`src/rtl/gps_acq_correlator_pkg.sv`:
```
// Shared constants, FSM encoding and the C/A G2 phase-select tap table.
// n_sat selects PRN n_sat+1; taps are returned as zero-based G2 stage indices.
package gps_acq_correlator_pkg;

  localparam int SPC_DEFAULT      = 16;
  localparam int CHIPS_DEFAULT    = 1023;
  localparam int SLIP_DEFAULT     = 8;
  localparam int NCO_DEFAULT      = 8000;
  localparam int PHASE_W          = 14;
  localparam int ACC_W            = 15;
  localparam int MAG_W            = 16;

  typedef enum logic [2:0] {
    S_IDLE, S_CLEAR, S_INTEGRATE, S_DUMP, S_SLIP, S_DONE
  } state_t;

  typedef struct packed {
    logic [3:0] a;
    logic [3:0] b;
  } g2_taps_t;

  function automatic g2_taps_t g2_taps(input logic [4:0] n_sat);
    g2_taps_t t;
    case (n_sat)
      5'd0:  t = '{4'd2, 4'd6};   5'd1:  t = '{4'd3, 4'd7};
      5'd2:  t = '{4'd4, 4'd8};   5'd3:  t = '{4'd5, 4'd9};
      5'd4:  t = '{4'd1, 4'd9};   5'd5:  t = '{4'd2, 4'd10};
      5'd6:  t = '{4'd1, 4'd8};   5'd7:  t = '{4'd2, 4'd9};
      5'd8:  t = '{4'd3, 4'd10};  5'd9:  t = '{4'd2, 4'd3};
      5'd10: t = '{4'd3, 4'd4};   5'd11: t = '{4'd5, 4'd6};
      5'd12: t = '{4'd6, 4'd7};   5'd13: t = '{4'd7, 4'd8};
      5'd14: t = '{4'd8, 4'd9};   5'd15: t = '{4'd9, 4'd10};
      5'd16: t = '{4'd1, 4'd4};   5'd17: t = '{4'd2, 4'd5};
      5'd18: t = '{4'd3, 4'd6};   5'd19: t = '{4'd4, 4'd7};
      5'd20: t = '{4'd5, 4'd8};   5'd21: t = '{4'd6, 4'd9};
      5'd22: t = '{4'd1, 4'd3};   5'd23: t = '{4'd4, 4'd6};
      5'd24: t = '{4'd5, 4'd7};   5'd25: t = '{4'd6, 4'd8};
      5'd26: t = '{4'd7, 4'd9};   5'd27: t = '{4'd8, 4'd10};
      5'd28: t = '{4'd1, 4'd6};   5'd29: t = '{4'd2, 4'd7};
      5'd30: t = '{4'd3, 4'd8};   default: t = '{4'd4, 4'd9};
    endcase
    t.a = t.a - 4'd1;
    t.b = t.b - 4'd1;
    return t;
  endfunction

endpackage

```
`src/rtl/gps_ca_replica.sv`:
```
// Local C/A replica: G1/G2 LFSRs, PRN tap mux and chip prescaler.
// The epoch restarts from all-ones after CODE_CHIPS chips.
module gps_ca_replica
  import gps_acq_correlator_pkg::*;
#(
  parameter int SAMPLES_PER_CHIP = SPC_DEFAULT,
  parameter int CODE_CHIPS       = CHIPS_DEFAULT
) (
  input  logic       clk,
  input  logic       rst,
  input  logic       clear,
  input  logic       advance,
  input  logic [4:0] n_sat,
  output logic       rep
);

  localparam int PW = $clog2(SAMPLES_PER_CHIP + 1);
  localparam int KW = $clog2(CODE_CHIPS + 1);

  logic [PW-1:0] presc;
  logic [KW-1:0] chip_left;
  logic [9:0]    g1, g2;
  g2_taps_t      taps;

  assign taps = g2_taps(n_sat);
  assign rep  = g1[9] ^ g2[taps.a] ^ g2[taps.b];

  always_ff @(posedge clk) begin
    if (rst || clear) begin
      presc     <= PW'(SAMPLES_PER_CHIP - 1);
      chip_left <= KW'(CODE_CHIPS - 1);
      g1        <= '1;
      g2        <= '1;
    end else if (advance) begin
      if (presc == '0) begin
        presc <= PW'(SAMPLES_PER_CHIP - 1);
        if (chip_left == '0) begin
          chip_left <= KW'(CODE_CHIPS - 1);
          g1        <= '1;
          g2        <= '1;
        end else begin
          chip_left <= chip_left - 1'b1;
          g1        <= {g1[8:0], g1[2] ^ g1[9]};
          g2        <= {g2[8:0], g2[1] ^ g2[2] ^ g2[5] ^ g2[7] ^ g2[8] ^ g2[9]};
        end
      end else begin
        presc <= presc - 1'b1;
      end
    end
  end

endmodule

```
`src/rtl/gps_acq_correlator.sv`:
```
// Serial code-phase search on the 1-bit IF stream with I/Q carrier wipe-off.
//   IDLE      | waiting for start_in
//   CLEAR     | zero accumulators, replica, carrier and results
//   INTEGRATE | accumulate one code period of enabled samples
//   DUMP      | update peak tracker, decide next slip or finish
//   SLIP      | hold replica for SLIP_STEP enabled samples
//   DONE      | one-cycle done_out, results already latched
module gps_acq_correlator
  import gps_acq_correlator_pkg::*;
#(
  parameter int SAMPLES_PER_CHIP = SPC_DEFAULT,
  parameter int CODE_CHIPS       = CHIPS_DEFAULT,
  parameter int SLIP_STEP        = SLIP_DEFAULT,
  parameter int NCO_BASE         = NCO_DEFAULT
) (
  input  logic                 clk_in,
  input  logic                 rst_in,
  input  logic                 ena_in,
  input  logic                 start_in,
  input  logic                 sin_in,
  input  logic [4:0]           n_sat_in,
  input  logic [7:0]           doppler_in,
  input  logic [MAG_W-1:0]     threshold_in,
  output logic                 busy_out,
  output logic                 done_out,
  output logic                 found_out,
  output logic [PHASE_W-1:0]   code_phase_out,
  output logic [MAG_W-1:0]     peak_out
);

  localparam int CODE_SAMPLES = SAMPLES_PER_CHIP * CODE_CHIPS;
  localparam int SW           = PHASE_W + 1;

  state_t                    state, state_n;
  logic [ACC_W-1:0]          carrier, delta_phi, abs_i, abs_q;
  logic signed [ACC_W-1:0]   acc_i, acc_q;
  logic [PHASE_W-1:0]        samp_left, slip_left, slip, best_phase, phase_n;
  logic [MAG_W-1:0]          mag, best, best_n;
  logic                      rep, lo_sin, lo_cos, p_i, p_q, last_dwell, better;

  gps_ca_replica #(
    .SAMPLES_PER_CHIP(SAMPLES_PER_CHIP),
    .CODE_CHIPS      (CODE_CHIPS)
  ) u_replica (
    .clk    (clk_in),
    .rst    (rst_in),
    .clear  (state == S_CLEAR),
    .advance(ena_in && state == S_INTEGRATE),
    .n_sat  (n_sat_in),
    .rep    (rep)
  );

  assign delta_phi  = ACC_W'(NCO_BASE) + ACC_W'(doppler_in);
  assign lo_sin     = carrier[14];
  assign lo_cos     = carrier[14] ^ carrier[13];
  assign p_i        = sin_in ^ rep ^ lo_sin;
  assign p_q        = sin_in ^ rep ^ lo_cos;
  assign abs_i      = acc_i[ACC_W-1] ? -acc_i : acc_i;
  assign abs_q      = acc_q[ACC_W-1] ? -acc_q : acc_q;
  assign mag        = MAG_W'(abs_i) + MAG_W'(abs_q);
  // strict compare keeps the earliest dwell on ties
  assign better     = mag > best;
  assign best_n     = better ? mag : best;
  assign phase_n    = better ? slip : best_phase;
  assign last_dwell = (SW'(slip) + SW'(SLIP_STEP)) >= SW'(CODE_SAMPLES);

  always_ff @(posedge clk_in) begin
    if (rst_in) state <= S_IDLE;
    else        state <= state_n;
  end

  always_comb begin
    state_n  = state;
    busy_out = 1'b1;
    done_out = 1'b0;
    case (state)
      S_IDLE: begin
        busy_out = 1'b0;
        if (start_in) state_n = S_CLEAR;
      end
      S_CLEAR:     state_n = S_INTEGRATE;
      S_INTEGRATE: if (ena_in && samp_left == '0) state_n = S_DUMP;
      S_DUMP:      state_n = last_dwell ? S_DONE : S_SLIP;
      S_SLIP:      if (ena_in && slip_left == '0) state_n = S_INTEGRATE;
      S_DONE: begin
        busy_out = 1'b0;
        done_out = 1'b1;
        state_n  = S_IDLE;
      end
      default: begin
        busy_out = 1'b0;
        state_n  = S_IDLE;
      end
    endcase
  end

  always_ff @(posedge clk_in) begin
    if (rst_in) begin
      carrier        <= '0;
      acc_i          <= '0;
      acc_q          <= '0;
      samp_left      <= '0;
      slip_left      <= '0;
      slip           <= '0;
      best           <= '0;
      best_phase     <= '0;
      found_out      <= 1'b0;
      code_phase_out <= '0;
      peak_out       <= '0;
    end else begin
      if (state == S_CLEAR) carrier <= '0;
      else if (ena_in)      carrier <= carrier + delta_phi;
      case (state)
        S_CLEAR: begin
          acc_i          <= '0;
          acc_q          <= '0;
          samp_left      <= PHASE_W'(CODE_SAMPLES - 1);
          slip           <= '0;
          best           <= '0;
          best_phase     <= '0;
          found_out      <= 1'b0;
          code_phase_out <= '0;
          peak_out       <= '0;
        end
        S_INTEGRATE: if (ena_in) begin
          acc_i     <= p_i ? acc_i - 1'b1 : acc_i + 1'b1;
          acc_q     <= p_q ? acc_q - 1'b1 : acc_q + 1'b1;
          samp_left <= samp_left - 1'b1;
        end
        S_DUMP: begin
          best       <= best_n;
          best_phase <= phase_n;
          acc_i      <= '0;
          acc_q      <= '0;
          samp_left  <= PHASE_W'(CODE_SAMPLES - 1);
          slip_left  <= PHASE_W'(SLIP_STEP - 1);
          if (last_dwell) begin
            found_out      <= best_n >= threshold_in;
            code_phase_out <= phase_n;
            peak_out       <= best_n;
          end else begin
            slip <= slip + PHASE_W'(SLIP_STEP);
          end
        end
        S_SLIP: if (ena_in) slip_left <= slip_left - 1'b1;
        default: ;
      endcase
    end
  end

endmodule

```
`config.mk`:
```
export PLATFORM = sky130hd
export DESIGN_NAME = gps_acq_correlator
export DESIGN_NICKNAME = d
export VERILOG_FILES = /design/src/rtl/gps_acq_correlator_pkg.sv /design/src/rtl/gps_ca_replica.sv /design/src/rtl/gps_acq_correlator.sv
export SDC_FILE = /design/constraint.sdc
export NUM_CORES = 1
export LEC_CHECK = 0
export ABC_AREA = 1
export CAP_MARGIN = 40
export CORE_MARGIN = 1.5
export CORE_UTILIZATION = 55
export DETAILED_ROUTE_END_ITERATION = 8
export HOLD_SLACK_MARGIN = 0.1
export PLACE_DENSITY = 0.79
export SLEW_MARGIN = 0
export SYNTH_ARGS = -nofsm -noshare
export SYNTH_HDL_FRONTEND = slang
export SYNTH_SLANG_ARGS = --single-unit
```
`constraint.sdc`:
```
create_clock -name clk_in -period 5 [get_ports clk_in]
set_input_delay 1 -clock clk_in [delete_from_list [all_inputs] [get_ports clk_in]]
set_output_delay 1 -clock clk_in [all_outputs]
set_load 0.1 [all_outputs]
```
==> results.toml, run 1 <==
[synthesis]
avgSynthCellArea_um2 = 6.94
synthArstFlopShare_pct = 0
netlist_instances = 1720
synth.distinct_cells = 52
synth-seq-area-share_pct = 30.7
synth_ff_type = "dfxtp_1"
syn_area_mm2 = 0.0119
synth_seq_cells = 183
synth_nets = 1865
yosysWarnings = 0
synth_edf_count = 0

[clock_network]
clk_latency_ns = 0.45
cts_tree = "built"
htreeDepth = 4
cts.sinks = 183
max-clock-path-buffers = 2
clk_pin_slew_ns = 0.07
cts_buffers = 17
root_buffer = "clkbuf_16"

[worst_setup_path]
path_max_fanout = 7
cpMostUsedCell = "nand2_1"
path_class = "register to register"
critPathRequiredTime_ns = 5.33
critPathSlowestCell = "a2111oi_2"
endpoint_kind = "register"
arrival_ns = 5.84
start_kind = "register"
cpPeakStageDelay_ns = 0.34

[global_route]
grt_antenna_before_repair = 0
grt_max_degree = 53
gr-total-overflow = 0
grt_pass1_vias = 12000
track_usage_pct = 29.3
grt_pass1_wl_um = 54200

[sta]
final_hold_viol_count = 0
slew_headroom_pct = 42.5
fin_ws_ns = -0.512
fin_skew_ns = 0.0124
fin_crit_sh_pct = 110
setup_tns_ns = -0.512
worstMarginPinSlew_ns = 0.862
setup_viol = 1
fmax_mhz = 181
min_period_ns = 5.51
hold_slack_ns = 0.459
rsz0062_at_grt = "yes"
slew_violations = 0

[routing]
num_vias = 12900
drt_iter0_markers = 839
ant_nets = 0
drc = 0
drt_wl_total_um = 34400
vias_per_cell = 5.65
avgRoutedWirePerCell_um = 15.1
drtPass1Iterations = 5

[floorplan]
die_h_um = 150
start_util_pct = 56.4
ios = 67
fp.dieW_um = 150
die-area_mm2 = 0.0226
coreArea_mm2 = 0.0212
rows = 53

[finish]
drive_gt1_share_pct = 20.6
num_antenna_cells = 0
final_nets = 2133
final_cell_mix = "nand2_1, a21oi_1, buf_4, inv_1, dfxtp_1"
syn_to_final_growth_pct = 33.6
fillers = 1473
layout_commonest_cell = "nand2_1"

[power_and_ir_drop]
p_leak_nw = 7.57
ir_worst_vdd_v = 0.000547
power_density_mw_per_mm2 = 615

[placed_design]
port-buffer-count = 66
hpwlAfterDp_um = 23100
globalplace.congestion = 0.904

[run_status]
failed_checks = "negative setup slack"
outcome = "complete, but fails checks"

[min_path]
hold_class = "register to register"

[run]
cap_viol_max_count = 0
-- power by group --
part           switching [mW]  total [mW]  internal [mW]
clock                   0.664        1.39          0.725
combinational            3.87        6.43           2.56
sequential              0.242        1.99           1.75
total                    4.77        9.81           5.04
-- registers in the layout, summed over array words and instances, names as in the netlist --
name,flops
found_out,1
samp_left,14
u_replica.presc,5
u_replica.g2,10
carrier,15
state,3
best_phase,14
acc_q,15
code_phase_out,14
u_replica.g1,10
acc_i,15
peak_out,16
slip,11
best,16
u_replica.chip_left,10
slip_left,14
-- path summary, 6_finish.rpt --
path | slack, ns | end | cells after the start | from
max reg2reg | -0.51 | found_out$_SDFFE_PP0P_ | 34 | acc_i[0]$_SDFFE_PP0P_
min | 0.46 | u_replica.presc[4]$_SDFFE_PP0P_ | 2 | u_replica.presc[4]$_SDFFE_PP0P_
min reg2reg | 0.46 | u_replica.presc[4]$_SDFFE_PP0P_ | 2 | u_replica.presc[4]$_SDFFE_PP0P_
max | -0.51 | found_out$_SDFFE_PP0P_ | 34 | acc_i[0]$_SDFFE_PP0P_
-- cells in the mapped netlist (16+ instances only) --
master,count,area (um2)
nand2_1,359,1350
a21oi_1,214,1070
inv_1,195,732
dfxtp_1,183,3660
nor2_1,116,435
o21ai_0,110,551
ha_1,107,1340
nand3_1,106,531
xor2_1,49,429
clkbuf_1,41,154
nor3_1,34,170
o211ai_1,22,165
xnor2_1,19,166
a211oi_1,16,120
-- what timing repair did --
item | CTS | global route
buffers inserted | 14 | 16
pin swaps | 25 | 55
hold buffers | 0 | 0
gates cloned | 0 | 1
resized for setup | 42 | 97
endpoints found under the setup margin | 6 | 34
-- layer usage --
metal | track usage (%) | wire [um] | vias to the layer above
met2 | 52.0 | 17100 | 498
met1 | 35.1 | 14100 | 5950
met5 | 0 | 0 | -
li1 | - | - | 6308
met4 | 11.8 | 1140 | 0
met3 | 4.67 | 2040 | 110
-- metrics by stage --
stage / instance area, um2 / setup slack (ns) / cells / util, % / total power, mW
floorplan: 12000 / 0.00807 / 1720 / - / 5.48
global placement: 14100 / -0.429 / 2183 / 66.5 / 7.01
detailed placement: 14600 / -0.526 / 2216 / 68.8 / 7.47
CTS: 15400 / -0.143 / 2261 / 72.8 / 9.24
global route: 15900 / -0.763 / 2276 / 75.4 / 10.4
finish: 15900 / -0.512 / 2276 / 75.4 / 9.81
-- critical path: cells and delay by family (launching register included) --
| kind | cells | cell delay (ns) |
|---|---|---|
| compound gates | 9 | 1.42 |
| flops | 1 | 0.33 |
| fa+ha+maj | 3 | 0.88 |
| simple gates | 15 | 1.74 |
| xor+xnor | 2 | 0.37 |
| buf+inv | 5 | 0.64 |
-- cell families (layout without fill, tap and decap cells) --
family	after synthesis	after routing	share of synthesized area [%]
adders and majority gates	111	111	11.9
and+or+nand+nor	678	678	24.7
DFF	183	183	30.7
xor gates and xnor gates	68	68	4.99
buffers and inverters	269	550	8.70
AOI/OAI and AO/OA	411	411	19.0
-- cell type report --
cell class | instances | area [um2] | share of cell area [%]
inverter | 212 | 813 | 5.10
clock inverter | 14 | 159 | 0.997
tap | 275 | 344 | 2.16
multi-input combinational | 1268 | 7770 | 48.8
timing repair buffer | 306 | 2750 | 17.2
sequential | 183 | 3670 | 23.0
clock buffer | 18 | 439 | 2.75
Note: power is estimated with default switching activity, not from simulation.
==> run 2: changes to the inputs <==
--- a/config.mk
+++ b/config.mk
@@ -8,10 +8,10 @@
 export ABC_AREA = 1
 export CAP_MARGIN = 40
 export CORE_MARGIN = 1.5
-export CORE_UTILIZATION = 55
+export CORE_UTILIZATION = 60
 export DETAILED_ROUTE_END_ITERATION = 8
 export HOLD_SLACK_MARGIN = 0.1
-export PLACE_DENSITY = 0.79
+export PLACE_DENSITY = 0.82
 export SLEW_MARGIN = 0
 export SYNTH_ARGS = -nofsm -noshare
 export SYNTH_HDL_FRONTEND = slang
==> constraint.sdc (replaced) <==
create_clock -name clk_in -period 5.5 [get_ports clk_in]
set_input_delay 1.1 -clock clk_in [delete_from_list [all_inputs] [get_ports clk_in]]
set_output_delay 1.1 -clock clk_in [all_outputs]
set_load 0.1 [all_outputs]
==> results.toml, run 2 (synthesis gave the netlist of run 1 again) <==
[global_route]
grt_pass1_wl_um = 50100
gr-total-overflow = 0
grt_antenna_before_repair = 0
track_usage_pct = 29.5
grt_pass1_vias = 11200
grt_max_degree = 61

[floorplan]
coreArea_mm2 = 0.0195
fp.dieW_um = 144
start_util_pct = 61.3
die_h_um = 144
rows = 51
ios = 67
die-area_mm2 = 0.0207

[worst_setup_path]
endpoint_kind = "register"
cpMostUsedCell = "nand2_1"
arrival_ns = 5.81
critPathRequiredTime_ns = 5.88
path_class = "register to register"
cpPeakStageDelay_ns = 0.39
rrSetupSlack_ns = 0.07
start_kind = "register"
path_max_fanout = 20
critPathSlowestCell = "ha_1"

[routing]
num_vias = 12000
avgRoutedWirePerCell_um = 15.0
drt_wl_total_um = 31700
drt_iter0_markers = 823
vias_per_cell = 5.68
ant_nets = 0
drc = 0
drtPass1Iterations = 5

[finish]
final_cell_mix = "nand2_1, a21oi_1, inv_1, dfxtp_1, nor2_1"
top_regs = "best (16), peak_out (16)"
drive_gt1_share_pct = 12.7
layout_commonest_cell = "nand2_1"
final_nets = 1988
num_antenna_cells = 0
syn_to_final_growth_pct = 22.3
final_core_util_pct = 75.0

[clock_network]
cts_buffers = 17
cts.sinks = 183
root_buffer = "clkbuf_16"
clk_latency_ns = 0.45
cts_hold_buf = 0
htreeDepth = 4
cts_tree = "built"
clk_pin_slew_ns = 0.07
max-clock-path-buffers = 2

[power_and_ir_drop]
power_density_mw_per_mm2 = 554
power.switching_mw = 4.10
p_seq_share_pct = 22.4
comb_power_share_pct = 62.5
switching_share_pct = 50.7
power.internal_mw = 3.99
pwr-share-clk_pct = 15.1
total_power_mw = 8.09
p_leak_nw = 6.76
ir_worst_vdd_v = 0.000545

[placed_design]
globalplace.congestion = 0.944
place_ws_ns = -0.165
port-buffer-count = 66
hpwlAfterDp_um = 21700

[sta]
min_period_ns = 5.43
fmax_mhz = 184
hold_slack_ns = 0.449
slew_violations = 0
setup_viol = 0
slew_headroom_pct = 44.2
rsz0062_at_grt = "yes"
fin_skew_ns = 0.0185
fin_ws_ns = 0.0672
worstMarginPinSlew_ns = 0.836
final_hold_viol_count = 0
fin_crit_sh_pct = 98.8

[min_path]
hold_class = "register to register"

[run_status]
outcome = "complete, no violations"

[run]
cap_viol_max_count = 0
## run 2: cell types whose count changed in the layout (fill, tap and decap cells not counted), sizes merged
| cell | change |
|---|---|
| dlymetal6s2s | -2 |
| clkinvlp | +3 |
| clkbuf | -1 |
| clkinv | -5 |
| bufinv | -1 |
| buf | -146 |
| inv | +5 |
| clkdlybuf4s50 | +2 |
## run 2: metal layers
metal / part of all wire (%) / GRT usage, % / wire length (um) / vias up
met5: 0 / 0 / 0 / -
met3: 5.7 / 4.54 / 1810 / 102
met2: 50 / 53.2 / 15800 / 424
met1: 42 / 35.7 / 13200 / 5502
li1: - / - / - / 6016
met4: 2.9 / 9.94 / 930 / 0
## run 2: metrics by stage
step | cells | cell area, um2 | TNS [ns]
3_3_place_gp | 2043 | 13100 | -0.0193
4_1_cts | 2108 | 14200 | 0
3_5_place_dp | 2076 | 13600 | -0.478
5_1_grt | 2121 | 14600 | -0.447
2_1_floorplan | 1720 | 11900 | 0
6_report | 2121 | 14600 | 0
## run 2: worst paths after layout
| kind | startpoint | endpoint | cells after the start |
|---|---|---|---|
| setup / recovery | acc_i[0]$_SDFFE_PP0P_ | found_out$_SDFFE_PP0P_ | 35 |
| setup reg to reg | acc_i[0]$_SDFFE_PP0P_ | found_out$_SDFFE_PP0P_ | 35 |
| hold / removal | u_replica.presc[4]$_SDFFE_PP0P_ | u_replica.presc[4]$_SDFFE_PP0P_ | 2 |
| hold reg to reg | u_replica.presc[4]$_SDFFE_PP0P_ | u_replica.presc[4]$_SDFFE_PP0P_ | 2 |
## run 2: area by class of cell
type / count / area [um2]
multi-input cells: 1268 / 7540
fillers: 1444 / 4870
flip-flops and latches: 183 / 3670
repair buffers: 160 / 1660
inverters: 212 / 810
clock buffers: 17 / 425
well taps: 265 / 332
clock inverters: 15 / 150
repair inverters: 1 / 7.51
## run 2: power by group through the flow
stage	Sequential, mW	Combinational, mW	Clock (mW)
floorplan	2.35	2.60	0
global placement	1.82	4.04	0
detailed placement	1.83	4.41	0
CTS	1.80	4.51	1.22
global route	1.84	5.49	1.29
finish	1.82	5.06	1.22
## run 2: critical path, delay by kind of cell (launching register included)
kind / cells / cell delay [ns]
and+or+nand+nor: 16 / 2.09
AOI/OAI and AO/OA: 8 / 1.17
adders and majority gates: 4 / 1.08
buffers and inverters: 5 / 0.41
DFF: 1 / 0.34
xor gates and xnor gates: 2 / 0.27
## run 2: what timing repair did
item / 4_1_cts / 5_1_grt
setup buffers: 0 / 12
gates cloned: 0 / 1
pin swaps: 0 / 27
resized for setup: 4 / 88
setup endpoints to repair: 1 / 9
hold endpoints to repair: 0 / 0
==> run 3: changes to the inputs <==
--- a/config.mk
+++ b/config.mk
@@ -8,10 +8,10 @@
 export ABC_AREA = 1
 export CAP_MARGIN = 40
 export CORE_MARGIN = 1.5
-export CORE_UTILIZATION = 60
+export CORE_UTILIZATION = 40
 export DETAILED_ROUTE_END_ITERATION = 8
 export HOLD_SLACK_MARGIN = 0.1
-export PLACE_DENSITY = 0.82
+export PLACE_DENSITY = 0.59
 export SLEW_MARGIN = 0
 export SYNTH_ARGS = -nofsm -noshare
 export SYNTH_HDL_FRONTEND = slang
==> results.toml, run 3 (synthesis gave the netlist of run 1 again) <==
[sta]
rsz0062_at_grt = "yes"
final_hold_viol_count = 0
fin_crit_sh_pct = 96.6
setup_tns_ns = 0
setup_viol = 0
slew_violations = 0
hold_slack_ns = 0.449
min_period_ns = 5.32
fmax_mhz = 188
worstMarginPinSlew_ns = 0.824
slew_headroom_pct = 45.0
fin_ws_ns = 0.184
fin_skew_ns = 0.00955

[routing]
num_vias = 11600
avgRoutedWirePerCell_um = 13.3
drt_iter0_markers = 545
vias_per_cell = 5.06
drt_wl_total_um = 30600
drtPass1Iterations = 5
ant_nets = 0
drc = 0

[power_and_ir_drop]
power_density_mw_per_mm2 = 539
ir_worst_vdd_v = 0.000448
p_leak_nw = 7.10

[finish]
final_cells = 2299
num_antenna_cells = 0
top_regs = "best (16), peak_out (16)"
layout_commonest_cell = "nand2_1"
syn_to_final_growth_pct = 27.6
final_cell_mix = "nand2_1, a21oi_1, inv_1, dfxtp_1, nor2_1"
final_nets = 2044
drive_gt1_share_pct = 14.5

[worst_setup_path]
path_max_fanout = 16
rrSetupSlack_ns = 0.18
cpMostUsedCell = "nand2_1"
cpPeakStageDelay_ns = 0.35
critPathSlowestCell = "ha_1"
path_class = "register to register"
arrival_ns = 5.70
cp_num_buf_inv = 4
endpoint_kind = "register"
path_delay_family = "simple AND/OR/NAND/NOR gates"
start_kind = "register"
critPathRequiredTime_ns = 5.88

[global_route]
grt_max_degree = 55
gr-total-overflow = 0
track_usage_pct = 19.9
grt_pass1_wl_um = 51000
grt_pass1_vias = 10900
grt_antenna_before_repair = 0

[floorplan]
start_util_pct = 40.5
coreArea_mm2 = 0.0295
rows = 63
die_h_um = 176
fp.dieW_um = 176
ios = 67
die-area_mm2 = 0.0309

[run_status]
outcome = "complete, no violations"

[placed_design]
globalplace.congestion = 0.837
port-buffer-count = 66
dp_cells = 2264
place_ws_ns = -0.153
hpwlAfterDp_um = 22500

[clock_network]
cts_tree = "built"
clk_pin_slew_ns = 0.07
max-clock-path-buffers = 2
cts.sinks = 183
root_buffer = "clkbuf_16"
clk_latency_ns = 0.44
cts_hold_buf = 0
htreeDepth = 4
cts_buffers = 17

[min_path]
hold_class = "register to register"

[run]
cap_viol_max_count = 0
## run 3: cell types whose count changed in the layout (fill, tap and decap cells not counted), moves of 4 or more
cell / previous run / this run
ha_2: 5 / 1
inv_8: 6 / 1
ha_4: 4 / 8
nand2_2: 16 / 11
o21ai_2: 7 / 3
buf_4: 60 / 114
nand2_1: 350 / 354
## run 3: area by class of cell
type | count | area [um2]
clock buffers | 17 | 425
clock inverters | 12 | 148
fillers | 2912 | 14300
inverters | 212 | 805
multi-input cells | 1268 | 7540
flip-flops and latches | 183 | 3670
well taps | 390 | 488
repair buffers | 217 | 2160
## run 3: worst paths after layout
check	startpoint	endpoint	depth (start not counted)
worst max register to register	acc_q[0]$_SDFFE_PP0P_	found_out$_SDFFE_PP0P_	32
worst min-delay path	u_replica.presc[4]$_SDFFE_PP0P_	u_replica.presc[4]$_SDFFE_PP0P_	2
worst max-delay path	acc_q[0]$_SDFFE_PP0P_	found_out$_SDFFE_PP0P_	32
worst min register to register	u_replica.presc[4]$_SDFFE_PP0P_	u_replica.presc[4]$_SDFFE_PP0P_	2
## run 3: repair_timing
action / in CTS / in global routing
setup endpoints to repair: 1 / 7
gates resized for setup: 1 / 75
buffers inserted: 0 / 6
pin swaps: 0 / 22
## run 3: stage by stage
| stage | utilization [%] | cell area [um2] | power, mW |
|---|---|---|---|
| after floorplan | - | 11900 | 4.95 |
| after global placement | 46.5 | 13700 | 6.20 |
| after detailed placement | 48.5 | 14300 | 6.58 |
| after CTS | 50.4 | 14900 | 7.86 |
| after global routing | 51.6 | 15200 | 8.83 |
| final | 51.6 | 15200 | 8.20 |
## run 3: report_power, final
group | internal [mW] | switching (mW)
clock | 0.672 | 0.570
sequential | 1.59 | 0.213
combinational | 1.99 | 3.17
## run 3: worst min-delay path, cell delays in order, from the launching register on
cell and delay [ns]:
dfxtp_1 0.30, inv_1 0.06, nor3_1 0.05
## run 3: metal layers
metal / GRT usage [%] / wire, um / up-vias
li1: - / - / 6133
met1: 26.0 / 15000 / 5327
met2: 34.0 / 14400 / 143
met3: 3.03 / 768 / 30
met4: 5.27 / 454 / 0
met5: 0 / 0 / -
